File: src/rtl/operand_packer.sv
// operand_packer: transposes a stream of operands into bit-plane
// layout and issues one parallel-load per batch to the accumulator.
module operand_packer #(
   parameter int m = 3,
   parameter int n = 2,
   parameter int k = 4
) (
   input  logic                   clk,
   input  logic                   rstn,
   input  logic                   in_valid,
   input  logic [m+n-1:0]         in_data,
   output logic                   in_ready,
   input  logic                   flush,
   input  logic                   acc_ready,
   output logic                   pl,
   output logic [(m+n)*k-1:0]     din,
   output logic                   busy
);

   localparam int W  = m + n;
   localparam int CD = k + 2;
   localparam int CW = $clog2(k) + 1;
   localparam int DW = $clog2(CD) + 1;
   localparam int SW = (k > 1) ? $clog2(k) : 1;

   localparam logic [CW-1:0] CNT_LAST = CW'(k - 1);
   localparam logic [DW-1:0] COOL_MAX = DW'(CD);
   localparam logic [k-1:0]  SLOT_ONE = k'(1);

   typedef enum logic {
      FILL,
      ISSUE
   } state_t;

   state_t                 state;
   logic [CW-1:0]          cnt;
   logic [DW-1:0]          cool;
   logic [W-1:0][k-1:0]    pbuf;
   logic [W-1:0][k-1:0]    pbuf_nxt;
   logic [k-1:0]           slot_oh;
   logic                   xfer;
   logic                   close;

   assign in_ready = (state == FILL);
   assign xfer     = in_valid && in_ready;
   assign pl       = (state == ISSUE) && acc_ready && (cool == '0);
   assign busy     = (state == ISSUE) || (cool != '0);
   assign din      = pbuf;

   // one-hot slot for the word being written in this batch
   assign slot_oh = SLOT_ONE << cnt[SW-1:0];

   // batch closes on the k-th word, or on flush with at least one word
   assign close = (state == FILL) &&
                  ((xfer && (cnt == CNT_LAST)) ||
                   (flush && (xfer || (cnt != '0))));

   // slots are written once per batch, so OR-ing in the new bit suffices
   for (genvar g = 0; g < W; g++) begin : g_plane
      assign pbuf_nxt[g] = pbuf[g] | (in_data[g] ? slot_oh : '0);
   end

   // hold-off counter: reload on every load strobe, then count down
   always_ff @(posedge clk or negedge rstn) begin
      if (!rstn) begin
         cool <= '0;
      end else if (pl) begin
         cool <= COOL_MAX;
      end else if (cool != '0) begin
         cool <= cool - 1'b1;
      end
   end

   // fill/issue sequencing and bit-plane buffer
   always_ff @(posedge clk or negedge rstn) begin
      if (!rstn) begin
         state <= FILL;
         cnt   <= '0;
         pbuf  <= '0;
      end else begin
         unique case (state)
            FILL: begin
               if (xfer) begin
                  pbuf <= pbuf_nxt;
                  cnt  <= cnt + 1'b1;
               end
               if (close) begin
                  state <= ISSUE;
               end
            end
            ISSUE: begin
               if (pl) begin
                  pbuf  <= '0;
                  cnt   <= '0;
                  state <= FILL;
               end
            end
            default: state <= FILL;
         endcase
      end
   end

endmodule
File: config.mk
export PLATFORM = sky130hd
export DESIGN_NAME = operand_packer
export DESIGN_NICKNAME = d
export VERILOG_FILES = /design/src/rtl/operand_packer.sv
export SDC_FILE = /design/constraint.sdc
export NUM_CORES = 1
export LEC_CHECK = 0
export CAP_MARGIN = 30
export CORE_UTILIZATION = 47
export CTS_CLUSTER_DIAMETER = 30
export DETAILED_ROUTE_END_ITERATION = 10
export GPL_ROUTABILITY_DRIVEN = 1
export PLACE_DENSITY = 0.78
export SYNTH_ARGS = -nofsm -noshare
export SYNTH_HDL_FRONTEND = slang
export SYNTH_SLANG_ARGS = --single-unit
File: constraint.sdc
create_clock -name clk -period 1.78 [get_ports clk]
set_clock_uncertainty 0.15 [all_clocks]
set_input_delay 0.178 -clock clk [delete_from_list [all_inputs] [get_ports clk]]
set_output_delay 0.178 -clock clk [all_outputs]
set_load 0.03 [all_outputs]
==> results_tabular.tex <==
\begin{tabular}{lr}
\hline
Metric & Value \\
\hline
\multicolumn{2}{l}{\textbf{Status}} \\
Result of the run & complete, but fails checks \\
Violated checks & setup timing \\
\multicolumn{2}{l}{\textbf{Timing}} \\
Worst setup margin & -0.2741 ns \\
Setup repair after global routing missed its margin & yes \\
Pin slew with the least headroom to its limit & 0.3514 ns \\
Share of the clock period used by the worst path & 115.4\% \\
Post-Route Setup TNS & -2.153 ns \\
Final period demand of the worst path & 2.054 ns \\
Hold Vio Cnt, Final & 0 \\
Total count of max-transition violations in the final report & 0 \\
Number of setup violations in the final report & 27 \\
Max-Slew Margin vs Limit & 76.57\% \\
Fmax & 0.4868 GHz \\
\multicolumn{2}{l}{\textbf{Synth}} \\
Most used flip-flop cell after synthesis & dfrtp\_1 \\
Cell accounting for the most synthesized area & dfrtp\_1 \\
Post-Synthesis Net Count & 128 \\
Gate Count Post-Synth & 111 \\
Commonest cells in the synthesized netlist & 28 x dfrtp\_1, 22 x nor2\_1, 20 x a31oi\_1 \\
Seq/Total Area, Yosys & 57.44\% \\
Post-Synthesis Mean Instance Area & 10.99 um2 \\
Most repeated cell in the gate-level netlist after synthesis & dfrtp\_1 \\
Synth unique cells & 23 \\
Share of Yosys cell area claimed by the top area cell type & 57.44\% \\
Dominant cells by area after synthesis & dfrtp\_1 57\%, a31oi\_1 10\%, ha\_1 7.2\%, nor2\_1 6.8\%, buf\_6 1.8\% \\
Asr flop ratio synth & 100.0\% \\
Flops \& latches, synth & 28 \\
Combined area of all synthesized cells & 1220 um2 \\
Synthesis Warnings & 0 \\
Count of flip-flops with a built-in enable after synthesis & 0 \\
\multicolumn{2}{l}{\textbf{Worst setup path}} \\
Crit path max-delay family & simple AND/OR/NAND/NOR gates \\
Worst setup EP type & primary output \\
Slowest CP cell & dfrtp\_1 \\
Worst Path Max Fanout & 2 \\
Required time reported for the critical path endpoint & 1.45 ns \\
Worst flop-to-flop path startpoint & cool[0] \\
Cell chain of the critical path & inv\_2 -> ha\_4 -> or3b\_4 -> buf\_6 -> nor2\_8 -> buf\_6 \\
Startpoint type of the worst setup path & flop \\
Arrival time of the worst setup path & 1.73 ns \\
Crit path buffers/inverters & 3 \\
Cell mode on critical path & buf\_6 \\
Worst setup path startpoint & cool[0] \\
Critical Path Max Stage Delay & 0.43 ns \\
Crit Path Class & reg -> out \\
\multicolumn{2}{l}{\textbf{Floorplan}} \\
Die Span Y & 52.95 um \\
Die outline width & 52.95 um \\
Placeable core area & 2455 um2 \\
Initial standard-cell utilization of the core & 49.69\% \\
Die Footprint & 2803 um2 \\
Total I/O pin count & 33 \\
Rows & 18 \\
\multicolumn{2}{l}{\textbf{GRT}} \\
Via count of the first global-routing pass & 920 \\
Total grt overflow & 0 \\
Global-route wire length before repair & 4.126 mm \\
Largest net degree at the start of global routing & 29 \\
Antenna violations before repair & 0 \\
Global routing usage summed across all routing layers & 20.46\% \\
\multicolumn{2}{l}{\textbf{Routing}} \\
Detailed-route via count & 982 \\
Remaining routing DRC violations & 0 \\
DR vias/cell & 5.223 \\
WL final & 2.781 mm \\
ANT nets after route & 0 \\
Wirelength per Cell & 14.79 um \\
Count of routing violations after the opening detailed-route iteration & 30 \\
Length of the first detailed-routing pass in iterations & 4 \\
\multicolumn{2}{l}{\textbf{Min path}} \\
Classification of the worst-slack hold path & in -> async \\
\multicolumn{2}{l}{\textbf{Layout}} \\
Summed area of non-filler cells in the final layout & 1738 um2 \\
Fraction of layout cells with a size suffix above 1 & 17.72\% \\
Antenna Cells & 0 \\
Layout Area Growth over Synthesis & 42.46\% \\
Total Nets Final & 176 \\
Final core utilization & 70.80\% \\
\multicolumn{2}{l}{\textbf{Placed design}} \\
HPWL Detailed & 1.961 mm \\
Final weighted congestion in routability-driven placement & 0.7281 \\
Post-Place Cell Area & 1645 um2 \\
Count of input and output buffers & 32 \\
\multicolumn{2}{l}{\textbf{Clocking}} \\
Root buf cell & clkbuf\_4 \\
Maximum root-to-sink buffer count & 2 \\
Maximum level of the CTS H-tree & 1 \\
Clock Pin Slew Worst Setup and Hold Paths & 0.16 ns \\
TritonCTS Buffers & 3 \\
Clock net sink count & 28 \\
Post-CTS Hold Buffers & 0 \\
Clock tree from TritonCTS & done \\
Clock latency reported for the late side of the worst-skew pair & 0.33 ns \\
\multicolumn{2}{l}{\textbf{Power and ir drop}} \\
Ratio of total power to cell area & 1765 nW/um2 \\
Worst VDD drop & 1129 uV \\
Leakage & 0.8677 nW \\
\multicolumn{2}{l}{\textbf{Job}} \\
\# Max-Cap Violations & 0 \\
\hline
\end{tabular}
-- worst reg2reg max path: cells and delay by family (launching register included) --
kind	cells	cell delay, ns
DFF	1	0.43
and+or+nand+nor	2	0.46
adders and majority gates	1	0.13
buffers and inverters	4	0.51
AOI/OAI and AO/OA	1	0.08
-- kinds of logic after synthesis --
logic type      synth area share (%)
mux                           0.8205
flops                          57.44
simple gates                   14.46
xor+xnor                      0.7181
fa+ha+maj                      7.179
buf+inv                        4.513
compound gates                 14.87
-- layout by cell type, fill, tap and decap left out, types with 2 or more instances in the layout --
cell type        Yosys  final
buf_6                2      3
nand2_1              5      5
inv_1                6      4
dfrtp_1             28     28
clkbuf_4             0      3
inv_2                0      2
a21o_1               2      2
a31oi_1             20     20
a21oi_1              3      2
nor2_1              22     22
ha_1                 7      6
clkdlybuf4s50_1      0     28
nand2b_1             2      2
buf_4                0     12
-- worst paths after layout --
| kind | cells after the start | endpoint | slack (ns) |
|---|---|---|---|
| worst max-delay path | 6 | pl | -0.27 |
| worst min-delay path | 2 | din[16] | 0.06 |
| worst max register to register | 8 | cnt[1] | -0.11 |
| worst min register to register | 2 | din[2] | 0.36 |
| max in group asynchronous | 2 | cool[3] | 1.15 |
| min in group clk | 2 | din[2] | 0.36 |
-- state kept, by name, indices dropped and copies added, names as in the netlist --
register / count
cnt: 3
cool: 4
din: 20
state: 1
-- repair_timing --
action	in CTS	in global routing
setup buffers	3	0
resized for setup	16	3
pin swaps	2	3
endpoints found under the setup margin	19	29
-- metrics by stage --
| stage | instances | hold WS [ns] | power (mW) | worst slack, ns |
|---|---|---|---|---|
| 6_report | 188 | 0.06077 | 3.068 | -0.2741 |
| 5_1_grt | 188 | 0.06932 | 3.265 | -0.3264 |
| 4_1_cts | 188 | 0.07156 | 3.068 | -0.2728 |
| 3_5_place_dp | 181 | 0.3350 | 2.690 | -0.2734 |
| 3_3_place_gp | 181 | 0.3265 | 2.620 | -0.2322 |
| 2_1_floorplan | 111 | -0.2676 | 1.983 | 0.1282 |
-- final cells by class --
type                            count  area (um2)
Multi-Input combinational cell     73       480.5
Inverter                            6       22.52
Fill cell                         190       716.9
Timing Repair Buffer               47       460.4
Sequential cell                    28       700.7
Clock buffer                        4       36.28
Tap cell                           30       37.54
-- power breakdown --
| group | switching (mW) | internal, mW |
|---|---|---|
| Clock | 0.184 | 0.125 |
| Sequential | 0.160 | 0.897 |
| Combinational | 0.945 | 0.757 |
| Total | 1.29 | 1.78 |
-- routing by layer --
| metal | GRT usage (%) | wire length, um |
|---|---|---|
| met5 | 0 | 0 |
| met4 | 5.263 | 0 |
| met3 | 3.448 | 151 |
| met2 | 36.29 | 1440 |
| met1 | 25.50 | 1189 |
Note: power is estimated with default switching activity, not from simulation.
